[src/rtl/control_unit.sv]
// Multi-cycle processor control unit: shared three-cycle fetch followed by
// opcode-specific execute steps T3..T7, with a sticky HALT state.
module control_unit (
  input  logic        Clock,
  input  logic        Clear,
  input  logic [31:0] IR,
  input  logic        CON_FF,
  output logic        PCout,
  output logic        ZLowout,
  output logic        ZHighout,
  output logic        MDRout,
  output logic        HIout,
  output logic        LOout,
  output logic        InPortout,
  output logic        BAout,
  output logic        Cout,
  output logic        R_out,
  output logic        PC_enable,
  output logic        IR_enable,
  output logic        MAR_enable,
  output logic        MDR_enable,
  output logic        Y_enable,
  output logic        ZLowIn,
  output logic        ZHighIn,
  output logic        HI_enable,
  output logic        LO_enable,
  output logic        R_in,
  output logic        CONin,
  output logic        OutPort_enable,
  output logic        IncPC,
  output logic        MDR_read,
  output logic        RAM_write,
  output logic        Gra,
  output logic        Grb,
  output logic        Grc,
  output logic        Run
);

  localparam logic [3:0] RST  = 4'd0;
  localparam logic [3:0] T0   = 4'd1;
  localparam logic [3:0] T1   = 4'd2;
  localparam logic [3:0] T2   = 4'd3;
  localparam logic [3:0] T3   = 4'd4;
  localparam logic [3:0] T4   = 4'd5;
  localparam logic [3:0] T5   = 4'd6;
  localparam logic [3:0] T6   = 4'd7;
  localparam logic [3:0] T7   = 4'd8;
  localparam logic [3:0] HALT = 4'd9;

  logic [3:0] state, next_state;
  logic [4:0] opcode;
  logic       unused_ir;

  assign opcode    = IR[31:27];
  assign unused_ir = ^IR[26:0];

  logic is_ldw, is_ldwi, is_stw, is_alu, is_imm, is_muldiv, is_negnot;
  logic is_br, is_jr, is_jal, is_in, is_out, is_mfhi, is_mflo, is_halt;

  assign is_ldw    = (opcode == 5'b00000);
  assign is_ldwi   = (opcode == 5'b00001);
  assign is_stw    = (opcode == 5'b00010);
  assign is_alu    = (opcode >= 5'b00011) && (opcode <= 5'b01010);
  assign is_imm    = (opcode >= 5'b01011) && (opcode <= 5'b01101);
  assign is_muldiv = (opcode[4:1] == 4'b0111);
  assign is_negnot = (opcode[4:1] == 4'b1000);
  assign is_br     = (opcode == 5'b10010);
  assign is_jr     = (opcode == 5'b10011);
  assign is_jal    = (opcode == 5'b10100);
  assign is_in     = (opcode == 5'b10101);
  assign is_out    = (opcode == 5'b10110);
  assign is_mfhi   = (opcode == 5'b10111);
  assign is_mflo   = (opcode == 5'b11000);
  assign is_halt   = (opcode == 5'b11010);

  // Each T-state exits to T0 unless the opcode needs a further step; nop,
  // undefined opcodes and all single-cycle ops fall out of T3.
  always_comb begin
    next_state = RST;
    case (state)
      RST:  next_state = T0;
      T0:   next_state = T1;
      T1:   next_state = T2;
      T2:   next_state = T3;
      T3: begin
        if (is_halt)
          next_state = HALT;
        else if (is_ldw | is_ldwi | is_stw | is_alu | is_imm | is_muldiv |
                 is_negnot | is_br | is_jal)
          next_state = T4;
        else
          next_state = T0;
      end
      T4:   next_state = (is_ldw | is_ldwi | is_stw | is_alu | is_imm |
                          is_muldiv | is_br) ? T5 : T0;
      T5:   next_state = (is_ldw | is_stw | is_muldiv | is_br) ? T6 : T0;
      T6:   next_state = (is_ldw | is_stw) ? T7 : T0;
      T7:   next_state = T0;
      HALT: next_state = HALT;
      default: next_state = RST;
    endcase
  end

  always_ff @(posedge Clock) begin
    if (Clear) state <= RST;
    else       state <= next_state;
  end

  always_comb begin
    PCout = 1'b0; ZLowout = 1'b0; ZHighout = 1'b0; MDRout = 1'b0;
    HIout = 1'b0; LOout = 1'b0; InPortout = 1'b0; BAout = 1'b0;
    Cout = 1'b0; R_out = 1'b0;
    PC_enable = 1'b0; IR_enable = 1'b0; MAR_enable = 1'b0; MDR_enable = 1'b0;
    Y_enable = 1'b0; ZLowIn = 1'b0; ZHighIn = 1'b0; HI_enable = 1'b0;
    LO_enable = 1'b0; R_in = 1'b0; CONin = 1'b0; OutPort_enable = 1'b0;
    IncPC = 1'b0; MDR_read = 1'b0; RAM_write = 1'b0;
    Gra = 1'b0; Grb = 1'b0; Grc = 1'b0;
    Run = (state >= T0) && (state <= T7);
    case (state)
      T0: begin PCout = 1'b1; MAR_enable = 1'b1; IncPC = 1'b1; ZLowIn = 1'b1; end
      T1: begin ZLowout = 1'b1; PC_enable = 1'b1; MDR_read = 1'b1; MDR_enable = 1'b1; end
      T2: begin MDRout = 1'b1; IR_enable = 1'b1; end
      T3: begin
        if (is_ldw | is_ldwi | is_stw) begin Grb = 1'b1; BAout = 1'b1; Y_enable = 1'b1; end
        if (is_alu | is_imm)           begin Grb = 1'b1; R_out = 1'b1; Y_enable = 1'b1; end
        if (is_muldiv)                 begin Gra = 1'b1; R_out = 1'b1; Y_enable = 1'b1; end
        if (is_negnot)                 begin Grb = 1'b1; R_out = 1'b1; ZLowIn = 1'b1; end
        if (is_br)                     begin Gra = 1'b1; R_out = 1'b1; CONin = 1'b1; end
        if (is_jr)                     begin Gra = 1'b1; R_out = 1'b1; PC_enable = 1'b1; end
        if (is_jal)                    begin PCout = 1'b1; Grb = 1'b1; R_in = 1'b1; end
        if (is_in)                     begin InPortout = 1'b1; Gra = 1'b1; R_in = 1'b1; end
        if (is_out)                    begin Gra = 1'b1; R_out = 1'b1; OutPort_enable = 1'b1; end
        if (is_mfhi)                   begin HIout = 1'b1; Gra = 1'b1; R_in = 1'b1; end
        if (is_mflo)                   begin LOout = 1'b1; Gra = 1'b1; R_in = 1'b1; end
      end
      T4: begin
        if (is_alu)                            begin Grc = 1'b1; R_out = 1'b1; ZLowIn = 1'b1; end
        if (is_imm | is_ldw | is_ldwi | is_stw) begin Cout = 1'b1; ZLowIn = 1'b1; end
        if (is_muldiv) begin Grb = 1'b1; R_out = 1'b1; ZLowIn = 1'b1; ZHighIn = 1'b1; end
        if (is_negnot)                         begin ZLowout = 1'b1; Gra = 1'b1; R_in = 1'b1; end
        if (is_br)                             begin PCout = 1'b1; Y_enable = 1'b1; end
        if (is_jal)                            begin Gra = 1'b1; R_out = 1'b1; PC_enable = 1'b1; end
      end
      T5: begin
        if (is_alu | is_imm | is_ldwi) begin ZLowout = 1'b1; Gra = 1'b1; R_in = 1'b1; end
        if (is_ldw | is_stw)           begin ZLowout = 1'b1; MAR_enable = 1'b1; end
        if (is_muldiv)                 begin ZLowout = 1'b1; LO_enable = 1'b1; end
        if (is_br)                     begin Cout = 1'b1; ZLowIn = 1'b1; end
      end
      T6: begin
        if (is_ldw)    begin MDR_read = 1'b1; MDR_enable = 1'b1; end
        if (is_stw)    begin Gra = 1'b1; R_out = 1'b1; MDR_enable = 1'b1; end
        if (is_muldiv) begin ZHighout = 1'b1; HI_enable = 1'b1; end
        if (is_br)     begin ZLowout = 1'b1; PC_enable = CON_FF; end
      end
      T7: begin
        if (is_ldw) begin MDRout = 1'b1; Gra = 1'b1; R_in = 1'b1; end
        if (is_stw) RAM_write = 1'b1;
      end
      default: ;
    endcase
  end

endmodule

[config.mk]
export PLATFORM = sky130hd
export DESIGN_NAME = control_unit
export DESIGN_NICKNAME = d
export VERILOG_FILES = /design/src/rtl/control_unit.sv
export SDC_FILE = /design/constraint.sdc
export NUM_CORES = 1
export LEC_CHECK = 0
export BUFFER_PORTS_ARGS = -buffer_cell sky130_fd_sc_hd__buf_2
export CELL_PAD_IN_SITES_DETAIL_PLACEMENT = 1
export CELL_PAD_IN_SITES_GLOBAL_PLACEMENT = 1
export CORE_ASPECT_RATIO = 0.8
export CORE_MARGIN = 2
export CORE_UTILIZATION = 28
export DETAILED_ROUTE_END_ITERATION = 8
export PLACE_DENSITY_LB_ADDON = 0.08
export RECOVER_POWER = 100
export SETUP_SLACK_MARGIN = 0.05
export SLEW_MARGIN = 10
export SYNTH_ARGS = -nofsm -noshare
export SYNTH_HDL_FRONTEND = slang
export SYNTH_SLANG_ARGS = --single-unit
[constraint.sdc]
create_clock -name Clock -period 3.7 [get_ports Clock]
set_clock_uncertainty 0.2 [all_clocks]
set_input_delay 0.185 -clock Clock [delete_from_list [all_inputs] [get_ports Clock]]
set_output_delay 0.185 -clock Clock [all_outputs]
set_load 0.02 [all_outputs]
==> impl_metrics.yaml <==
die:
  core-area_um2: 3153
  io_pins: 64
  die_h_um: 55.78
  initial_core_util_pct: 29.76
  rows: 18
  die_x_um: 68.73
  die_area_um2: 3833
timing:
  finalHoldViolCount: 0
  setup_ws_ps: 696.9
  finalCritPeriodShare_pct: 81.16
  worst_pin_slew_ps: 902.6
  drv_slew: 0
  setup_tns_ps: 0
  hold_ws_ps: 109.9
  rsz0062_at_grt: "false"
  period_needed_ps: 3003
  slew_headroom_pct: 39.83
  setup_viol: 0
  fmax_mhz: 333.0
drt:
  drt_iter0_drc: 99
  num_vias: 1216
  post-route-drc-count: 0
  avgViaCountPerCell: 5.763
  finalWirelength_mm: 3.457
  ant_nets: 0
  wl_per_cell_um: 16.38
  firstDrtPassIters: 4
grt:
  grt_max_degree: 24
  grt_usage_pct: 18.78
  grt_first_pass_wirelength_mm: 5.616
  grt_overflow: 0
  grt_pass1_vias: 1122
  antenna_found_initial: 0
yosys:
  synth.most_common_cell: "nor2_1"
  yosysWarnings: 0
  synthTopCellsByCount: "19 x nor2_1, 12 x clkbuf_1, 11 x a21oi_1"
  syn_nets: 184
  synth_top_cell_by_area: "dfxtp_1"
  yosysTopAreaCellShare_pct: 8.533
  synth_edf_count: 0
  avgSynthCellArea_um2: 6.298
  synth_seq_area_share_pct: 8.533
  async_flop_share_pct: 0
  ys_top_cells_by_area: "dfxtp_1 8.5%, nor2_1 7.6%, a21oi_1 5.9%"
  synth_area_um2: 938.4
  yosys_register_bits: 4
  synthCells: 149
  synth_ff_type: "dfxtp_1"
  synth_cell_types: 49
critical_path:
  slowest_delay_ps: 660
  critPathLaunchType: "register"
  arrival_ps: 2620
  worstPathMaxFanout: 19
  crit_path_cell_trace: "inv_1, nor4_1, nand3_1, o221ai_1, clkbuf_1"
  cpLargestDelayFamily: "simple AND/OR/NAND/NOR gates"
  slowest_stage: "dfxtp_1"
  worstSetupPathType: "reg -> out"
  cp.buffers_inverters: 2
  worstSetupEndpointType: "output port"
  required_ps: 3310
clock_tree:
  cts_tree: "built"
  cts_max_level: 1
  path_clk_slew_ps: 30
  cts-root-buf: "clkbuf_8"
  post_cts_resized: 0
  cts_buffers: 3
  clk_latency_ps: 220
  cts_buffer_depth: 2
  cts-hold-fix-buffers: 0
  cts_sinks: 4
  postCtsSetupBuffers: 0
placement:
  hpwl_mm: 2.523
  place_area_um2: 1090
  place_congestion: 0.8422
  io_buffers: 36
  dp_slack_ps: 1120
job:
  drv_cap: 0
power_and_ir_drop:
  vdd_drop_max_mv: 0.08983
  power_mw: 0.2418
  power.density_nw_per_um2: 220.6
  p_leak_nw: 0.3459
finish:
  diodes: 0
  multi_input_area_um2: 772.0
  reg_top3: "state x4"
  synthToLayoutAreaGrowth_pct: 16.80
  nets: 208
  largest_reg_flops: 4
  drive_above_1_share_pct: 11.70
  design_area_um2: 1096
  top_register: "state"
  regArea_um2: 80.08
  nFillCells: 442
worst_hold_path:
  hold_path_class: "in -> reg"
outcome:
  status: "complete, no violations"
worst min-delay path, stage by stage:
cell,delay [ps]
buf_2,70
nand2b_1,170
a21oi_1,50
cell type report:
cell class / instances / share of cell area [%]
inverter: 2 / 0.6849
timing repair buffer: 36 / 13.24
multi-input combinational: 126 / 70.43
clock buffer: 3 / 3.767
sequential: 4 / 7.306
tap: 40 / 4.566
cell families after synthesis:
| logic type | Yosys count | synth area share [%] |
|---|---|---|
| simple gates | 81 | 49.47 |
| mux | 1 | 1.067 |
| xor+xnor | 4 | 3.734 |
| compound gates | 40 | 28.00 |
| buf+inv | 19 | 9.200 |
| flops | 4 | 8.534 |
per-stage QoR:
step                      cells  util [%]
after floorplan             149         -
after global placement      208     34.56
after detailed placement    208     34.56
after CTS                   211     35.87
after global routing        211     34.76
final                       211     34.76
final timing paths:
check             startpoint  endpoint  slack (ps)  cells past startpoint
setup reg to reg    state[2]  state[3]        1450                      3
hold reg to reg     state[0]  state[3]         560                      2
hold / removal         Clear  state[3]         110                      3
setup / recovery    state[2]     PCout         700                      5
placed cells by master, fill, tap and decap left out, types with 2 or more instances in the layout:
cell and instances:
nor2_1 19, nand2_1 8, o311ai_0 2, nor2b_1 4, o21a_1 2, nor3_1 5
xor2_1 2, clkbuf_8 3, nor4_1 4, inv_1 2, o211ai_1 3, or4_1 2
nand2b_1 8, o21ai_0 10, or3b_2 2, or2_2 3, clkbuf_1 28, nand3_1 9
a31o_2 2, and2_1 4, xnor2_1 2, a21oi_1 11, dfxtp_1 4, buf_2 8
routing by layer:
metal	share of wire (%)	wire length, um	up-vias	track usage [%]
li1	-	-	593	-
met1	49	1703	567	29.87
met2	42	1463	52	25.41
met3	7.4	256	4	3.644
met4	0.98	34	0	4.202
met5	0	0	-	0
power by group:
group | internal, mW | leakage, nW | switching, mW
registers | 0.0459 | 0.0328 | 0.0108
clock network | 0.0693 | 0.0216 | 0.0228
logic | 0.0323 | 0.292 | 0.0606
Power figures use the tool's default switching activity.
